[src/rtl/hwag_pkg.sv]
// rtl/hwag_pkg.sv - shared state encoding and default wheel constants
// Purpose: tracker FSM state type and the default 60-2 wheel geometry.
package hwag_pkg;

  typedef enum logic [1:0] {
    IDLE,
    SYNC_WAIT,
    RUN,
    ERROR
  } hwag_state_e;

  localparam int unsigned TEETH_TOTAL_DEF   = 60;
  localparam int unsigned TEETH_MISSING_DEF = 2;
  localparam int unsigned STEPS_LOG2_DEF    = 6;
  localparam int unsigned PERIOD_W_DEF      = 24;

endpackage

[src/rtl/hwag_step_gen.sv]
// rtl/hwag_step_gen.sv - sub-tooth step timer with angle cap
// Purpose: counts clk cycles between angle steps and asks for one acnt
//          increment every step_period cycles until acnt reaches cap.
// Ports:
//   clk_i, rst_i   clock, asynchronous active-high reset
//   restart_i      clears the timer and suppresses any step this cycle
//   step_period_i  cycles per step; 0 means no period known yet
//   acnt_i         current crank angle
//   cap_i          highest angle allowed before the next tooth edge
//   step_o         combinational request: increment acnt this cycle
module hwag_step_gen
  import hwag_pkg::*;
#(
  parameter int unsigned SP_W   = PERIOD_W_DEF - STEPS_LOG2_DEF,
  parameter int unsigned ACNT_W = 12
) (
  input  logic              clk_i,
  input  logic              rst_i,
  input  logic              restart_i,
  input  logic [SP_W-1:0]   step_period_i,
  input  logic [ACNT_W-1:0] acnt_i,
  input  logic [ACNT_W-1:0] cap_i,
  output logic              step_o
);

  logic [SP_W-1:0] timer_q, timer_d;
  logic            at_cap;
  logic            period_ok;
  logic            expire;

  always_comb begin
    at_cap    = (acnt_i >= cap_i);
    period_ok = (step_period_i != '0);
    expire    = period_ok && (timer_q == step_period_i - SP_W'(1));
    step_o    = !restart_i && !at_cap && expire;

    timer_d = timer_q;
    if (restart_i) begin
      timer_d = '0;
    end else if (at_cap || !period_ok) begin
      // Stalled at the cap (or no period yet): freeze until the next edge.
      timer_d = timer_q;
    end else if (expire) begin
      timer_d = '0;
    end else begin
      timer_d = timer_q + SP_W'(1);
    end
  end

  always_ff @(posedge clk_i or posedge rst_i) begin
    if (rst_i) begin
      timer_q <= '0;
    end else begin
      timer_q <= timer_d;
    end
  end

endmodule

[src/rtl/hwag_tooth_tracker.sv]
// rtl/hwag_tooth_tracker.sv - crank tooth tracker with interpolated angle
// Purpose: follows tooth edges once hwag_start is high, checks that the gap
//          recurs once per revolution and interpolates sub-tooth angle steps.
// Ports:
//   clk_i, rst_i      clock, asynchronous active-high reset
//   hwag_start_i      tracking enable (level)
//   cap_edge_i        1-cycle strobe per filtered tooth edge
//   gap_found_i       marks cap_edge_i as the first edge after the gap
//   tooth_period_i    last tooth period in clk cycles, valid with cap_edge_i
//   err_clr_i         clears err_flag_o
//   sync_o            high while in RUN
//   tcnt_o            tooth number, 0 = first tooth after the gap
//   acnt_o            crank angle in steps
//   step_o            pulse per acnt increment
//   rev_o             pulse when tcnt wraps to 0
//   err_o             pulse on sync loss
//   err_flag_o        sticky error flag
module hwag_tooth_tracker
  import hwag_pkg::*;
#(
  parameter int unsigned TEETH_TOTAL   = TEETH_TOTAL_DEF,
  parameter int unsigned TEETH_MISSING = TEETH_MISSING_DEF,
  parameter int unsigned STEPS_LOG2    = STEPS_LOG2_DEF,
  parameter int unsigned PERIOD_W      = PERIOD_W_DEF,
  localparam int unsigned TCNT_W = $clog2(TEETH_TOTAL),
  localparam int unsigned ACNT_W = $clog2(TEETH_TOTAL << STEPS_LOG2)
) (
  input  logic                clk_i,
  input  logic                rst_i,
  input  logic                hwag_start_i,
  input  logic                cap_edge_i,
  input  logic                gap_found_i,
  input  logic [PERIOD_W-1:0] tooth_period_i,
  input  logic                err_clr_i,
  output logic                sync_o,
  output logic [TCNT_W-1:0]   tcnt_o,
  output logic [ACNT_W-1:0]   acnt_o,
  output logic                step_o,
  output logic                rev_o,
  output logic                err_o,
  output logic                err_flag_o
);

  localparam int unsigned SP_W = PERIOD_W - STEPS_LOG2;
  localparam logic [TCNT_W-1:0] TOOTH_LAST = TCNT_W'(TEETH_TOTAL - TEETH_MISSING - 1);
  localparam logic [ACNT_W-1:0] TOOTH_SPAN = ACNT_W'((1 << STEPS_LOG2) - 1);
  // The last real tooth also covers the missing teeth, up to the final step
  // of the revolution.
  localparam logic [ACNT_W-1:0] GAP_SPAN   = ACNT_W'(((TEETH_MISSING + 1) << STEPS_LOG2) - 1);

  hwag_state_e       state_q, state_d;
  logic [TCNT_W-1:0] tcnt_q, tcnt_d;
  logic [ACNT_W-1:0] acnt_q, acnt_d;
  logic [SP_W-1:0]   step_period_q, step_period_d;
  logic [SP_W-1:0]   period_shr;
  logic [ACNT_W-1:0] base, cap;
  logic              sync_q, sync_d;
  logic              step_q, step_d;
  logic              rev_q, rev_d;
  logic              err_q, err_d;
  logic              err_flag_q, err_flag_d;
  logic              is_last;
  logic              timer_restart;
  logic              step_fire;

  always_comb begin
    is_last    = (tcnt_q == TOOTH_LAST);
    base       = ACNT_W'(tcnt_q) << STEPS_LOG2;
    cap        = base + (is_last ? GAP_SPAN : TOOTH_SPAN);
    period_shr = SP_W'(tooth_period_i >> STEPS_LOG2);

    // The gap tooth is several teeth long, so its period is never latched.
    step_period_d = step_period_q;
    if (cap_edge_i && !gap_found_i) begin
      step_period_d = (period_shr == '0) ? SP_W'(1) : period_shr;
    end

    timer_restart = cap_edge_i || (state_q != RUN) || !hwag_start_i;
  end

  hwag_step_gen #(
    .SP_W   (SP_W),
    .ACNT_W (ACNT_W)
  ) u_step_gen (
    .clk_i         (clk_i),
    .rst_i         (rst_i),
    .restart_i     (timer_restart),
    .step_period_i (step_period_q),
    .acnt_i        (acnt_q),
    .cap_i         (cap),
    .step_o        (step_fire)
  );

  always_comb begin
    state_d = state_q;
    tcnt_d  = tcnt_q;
    acnt_d  = acnt_q;
    step_d  = 1'b0;
    rev_d   = 1'b0;
    err_d   = 1'b0;

    if (!hwag_start_i) begin
      state_d = IDLE;
      tcnt_d  = '0;
      acnt_d  = '0;
    end else begin
      unique case (state_q)
        IDLE: state_d = SYNC_WAIT;
        SYNC_WAIT: begin
          if (cap_edge_i && gap_found_i) begin
            state_d = RUN;
            tcnt_d  = '0;
            acnt_d  = '0;
          end
        end
        RUN: begin
          if (cap_edge_i) begin
            if (gap_found_i && is_last) begin
              tcnt_d = '0;
              acnt_d = '0;
              rev_d  = 1'b1;
            end else if (!gap_found_i && !is_last) begin
              tcnt_d = tcnt_q + TCNT_W'(1);
              acnt_d = ACNT_W'(tcnt_q + TCNT_W'(1)) << STEPS_LOG2;
            end else begin
              // Early gap or missing gap: hold position, resynchronise.
              state_d = ERROR;
              err_d   = 1'b1;
            end
          end else if (step_fire) begin
            acnt_d = acnt_q + ACNT_W'(1);
            step_d = 1'b1;
          end
        end
        ERROR:   state_d = SYNC_WAIT;
        default: state_d = IDLE;
      endcase
    end

    sync_d = (state_d == RUN);
    // A new error (or one still visible on err_o) outranks a clear.
    err_flag_d = err_d || err_q || (err_flag_q && !err_clr_i);
  end

  always_ff @(posedge clk_i or posedge rst_i) begin
    if (rst_i) begin
      state_q       <= IDLE;
      tcnt_q        <= '0;
      acnt_q        <= '0;
      step_period_q <= '0;
      sync_q        <= 1'b0;
      step_q        <= 1'b0;
      rev_q         <= 1'b0;
      err_q         <= 1'b0;
      err_flag_q    <= 1'b0;
    end else begin
      state_q       <= state_d;
      tcnt_q        <= tcnt_d;
      acnt_q        <= acnt_d;
      step_period_q <= step_period_d;
      sync_q        <= sync_d;
      step_q        <= step_d;
      rev_q         <= rev_d;
      err_q         <= err_d;
      err_flag_q    <= err_flag_d;
    end
  end

  assign sync_o     = sync_q;
  assign tcnt_o     = tcnt_q;
  assign acnt_o     = acnt_q;
  assign step_o     = step_q;
  assign rev_o      = rev_q;
  assign err_o      = err_q;
  assign err_flag_o = err_flag_q;

endmodule

[config.mk]
export PLATFORM = sky130hd
export DESIGN_NAME = hwag_tooth_tracker
export DESIGN_NICKNAME = d
export VERILOG_FILES = /design/src/rtl/hwag_pkg.sv /design/src/rtl/hwag_step_gen.sv /design/src/rtl/hwag_tooth_tracker.sv
export SDC_FILE = /design/constraint.sdc
export NUM_CORES = 1
export LEC_CHECK = 0
export CORE_ASPECT_RATIO = 0.8
export CORE_MARGIN = 2
export CORE_UTILIZATION = 51
export DETAILED_ROUTE_END_ITERATION = 10
export PLACE_DENSITY_LB_ADDON = 0.05
export SLEW_MARGIN = 20
export SYNTH_ARGS = -nofsm -noshare
export SYNTH_HDL_FRONTEND = slang
export SYNTH_SLANG_ARGS = --single-unit
[constraint.sdc]
create_clock -name clk_i -period 3.4 [get_ports clk_i]
set_input_delay 0.51 -clock clk_i [delete_from_list [all_inputs] [get_ports clk_i]]
set_output_delay 0.51 -clock clk_i [all_outputs]
set_load 0.1 [all_outputs]
==> results_dict.tcl <==
set metrics [dict create \
    outcome "finished with violations" \
    violations "setup timing" \
    io_buffers 46 \
    cp_num_buf_inv 3 \
    finalSetupViolCount 6 \
    fp.dieW_um 106 \
    grt_pass1_vias 3648 \
    path_delay_family "simple AND/OR/NAND/NOR gates" \
    worstPathRequired_ns 3.63 \
    synthCells 477 \
    cts_tree "done" \
    cp.arrival_ns 3.70 \
    core_mm2 0.00798 \
    fillers 640 \
    path_clk_slew_ns 0.07 \
    drtPass1Iterations 5 \
    initial_core_util 0.531 \
    synth_top_family_by_area "simple AND/OR/NAND/NOR gates" \
    cp_common_cell "ha_4" \
    insertion_delay_ns 0.34 \
    layout-drive-gt1-share 0.236 \
    slew_headroom 0.341 \
    grt_antenna_before_repair 0 \
    cts_made_buffers 9 \
    yosys_warnings 0 \
    hp-class "in -> async" \
    yosys_register_bits 61 \
    gp_congestion 0.933 \
    num_antenna_cells 0 \
    clk_path_buf_depth 2 \
    hold_violations 0 \
    synth_xor_area_frac 0.0661 \
    cp_max_fo 8 \
    syn2layout_area_growth_pct 30.2 \
    cts_num_sinks 61 \
    fp.dieH_um 85.5 \
    htreeDepth 3 \
    ys_types 64 \
    p_leak_nw 2.24 \
    dpl_cell_area_mm2 0.00509 \
    setup_ws_ns -0.0693 \
    io_pins 53 \
    cpPeakStageDelay_ns 0.45 \
    ant_nets 0 \
    synthSimpleGateAreaFrac 0.231 \
    synth_area_leaders "dfrtp_1 (36%), ha_1 (5.3%), xnor2_1 (4.8%), mux2_2 (4.5%), nand2_1 (3.4%)" \
    synth_nets 525 \
    cts-root-buf "clkbuf_8" \
    muxShareOfSynthArea 0.0522 \
    synth-edff-count 0 \
    critPathLaunchType "register" \
    clock_skew_ns 0.00763 \
    cp-end-kind "register" \
    worstMarginPinSlew_ns 0.985 \
    min_period_over_period 1.02 \
    synth_top_area_frac 0.360 \
    postSynth.asyncResetShare 1.00 \
    synth_compound_area_frac 0.193 \
    drt_iter0_drc 297 \
    synth_area_mm2 0.00424 \
    fin_nets 597 \
    ir_drop_uv 348 \
    routed_via_density 5.96 \
    grt_max_degree 34 \
    rows 29 \
    drc 0 \
    vias 3945 \
    max_freq_mhz 288 \
    synth-seq-area-share 0.360 \
    cp_slowest_cell "or4_4" \
    finalMaxSlewViolations 0 \
    routed_wl_mm 11.3 \
    hpwl_mm 8.39 \
    grt_overflow_total 0 \
    fin_crit_ns 3.47 \
    cp_cell_sequence "inv_2 > ha_4 > nand2_1 > or3_4 > inv_4 > ha_4 > ha_4 > nand3_2 > xor2_1 > ha_1 > a21oi_2 > o21ai_2 > a41oi_2 > buf_4 > nand3_4 > or4_4 > a32o_1" \
    grt_pass1_wl_mm 18.7 \
    wl_per_cell_um 17.1 \
    ys.flop_type "dfrtp_1" \
    die_area_mm2 0.00906 \
    crit_type "reg -> reg" \
    design_area_mm2 0.00552 \
    timing.hold.ws_ns 0.368 \
    grtUsageTotal 0.264 \
    rsz0062_at_grt "true" \
    synth.avg_cell_area_um2 8.89 \
    post-synth-top-area-cell "dfrtp_1" \
    max_cap_viol_count 0 \
    synth_fa_ha_area_frac 0.0531 \
    p_per_area_mw_per_mm2 374 \
]
==> metal layers <==
layer | part of all wire | GRT usage | vias to the layer above
met5 | 0 | 0 | -
met4 | 0.0090 | 0.0754 | 0
met3 | 0.064 | 0.0547 | 9
met2 | 0.42 | 0.363 | 135
met1 | 0.50 | 0.415 | 1892
li1 | - | - | 1909
==> cells by family (layout without fill, tap and decap cells) <==
kind of cell,Yosys count,count (layout)
and+or+nand+nor,185,185
AOI/OAI and AO/OA,115,115
DFF,61,61
buffers and inverters,46,123
xor gates and xnor gates,32,32
muxes,20,20
adders and majority gates,18,18
==> cells in the mapped netlist, drive strengths merged (4+ instances only) <==
cell / n
or3: 9
xnor2: 23
nand2: 38
nor4: 10
or4: 9
o31ai: 12
dfrtp: 61
nor3: 11
a22o: 7
nor2b: 4
mux2: 17
and3: 15
clkbuf: 20
o21bai: 5
nand3: 23
or2: 9
nor2: 36
ha: 18
o2bb2ai: 5
o21ai: 25
a32o: 4
inv: 20
a21oi: 20
nand2b: 7
xor2: 9
o2111ai: 4
buf: 6
a22oi: 4
==> path summary, 6_finish.rpt <==
check	start	endpoint	slack [ns]	cells after the start
worst max register to register	tcnt_o[1]	acnt_o[6]	-0.07	17
worst min register to register	err_o	err_flag_o	0.48	2
min in group clk_i	err_o	err_flag_o	0.48	2
worst max-delay path	tcnt_o[1]	acnt_o[6]	-0.07	17
max in group asynchronous	rst_i	tcnt_o[3]	2.33	3
worst min-delay path	rst_i	acnt_o[4]	0.37	2
==> repair_timing <==
item                                    4_1_cts  5_1_grt
endpoints found under the setup margin       19       27
cloned                                        0        0
setup buffers                                 3        1
hold buffers                                  0        0
gates resized for setup                       9       39
hold endpoints to repair                      0        0
pin swaps                                     1       13
==> cell type report <==
type,instances,area (µm²),area share
clock inverter,5,35.0,0.00635
tap,108,135,0.0245
clock buffer,11,151,0.0274
timing repair buffer,87,813,0.147
multi-input combinational,370,2770,0.502
inverter,20,77.6,0.0141
sequential,61,1530,0.278
==> flip-flops by register name, summed over array words and instances, names as in the netlist <==
signal	flops
acnt_o	12
state_q	2
rev_o	1
sync_o	1
err_flag_o	1
tcnt_o	6
err_o	1
step_period_q	18
step_o	1
u_step_gen.timer_q	18
==> cells in the final DEF, fill, tap and decap left out, types with 7 or more instances in the layout <==
master,count
dfrtp_1,55
clkdlybuf4s50_1,45
nand2_1,38
nor2_1,36
buf_4,34
xnor2_1,23
nand3_1,20
o21ai_0,19
inv_1,17
mux2_2,16
ha_1,15
and3_1,14
a21oi_1,13
clkbuf_8,11
nor3_1,10
nor4_1,9
xor2_1,9
or3_1,8
nand2b_1,7
a21oi_2,7
a22o_1,7
==> report_power, final <==
| part | total [W] | switching, W | internal (W) |
|---|---|---|---|
| Combinational | 0.000601 | 0.000354 | 0.000247 |
| Sequential | 0.000855 | 0.0000766 | 0.000778 |
| Clock | 0.000606 | 0.000304 | 0.000302 |
==> metrics by stage <==
step,cells,TNS (ns),utilization,total power [W],setup WS (ns)
6_report,662,-0.216,0.691,0.00206,-0.0693
5_1_grt,662,-1.89,0.691,0.00218,-0.212
4_1_cts,661,-0.0887,0.669,0.00206,-0.0325
3_5_place_dp,642,-1.75,0.637,0.00144,-0.257
3_3_place_gp,642,-0.586,0.637,0.00142,-0.120
2_1_floorplan,477,-4.38,-,0.00125,-0.425
(Power assumes the default switching activity.)
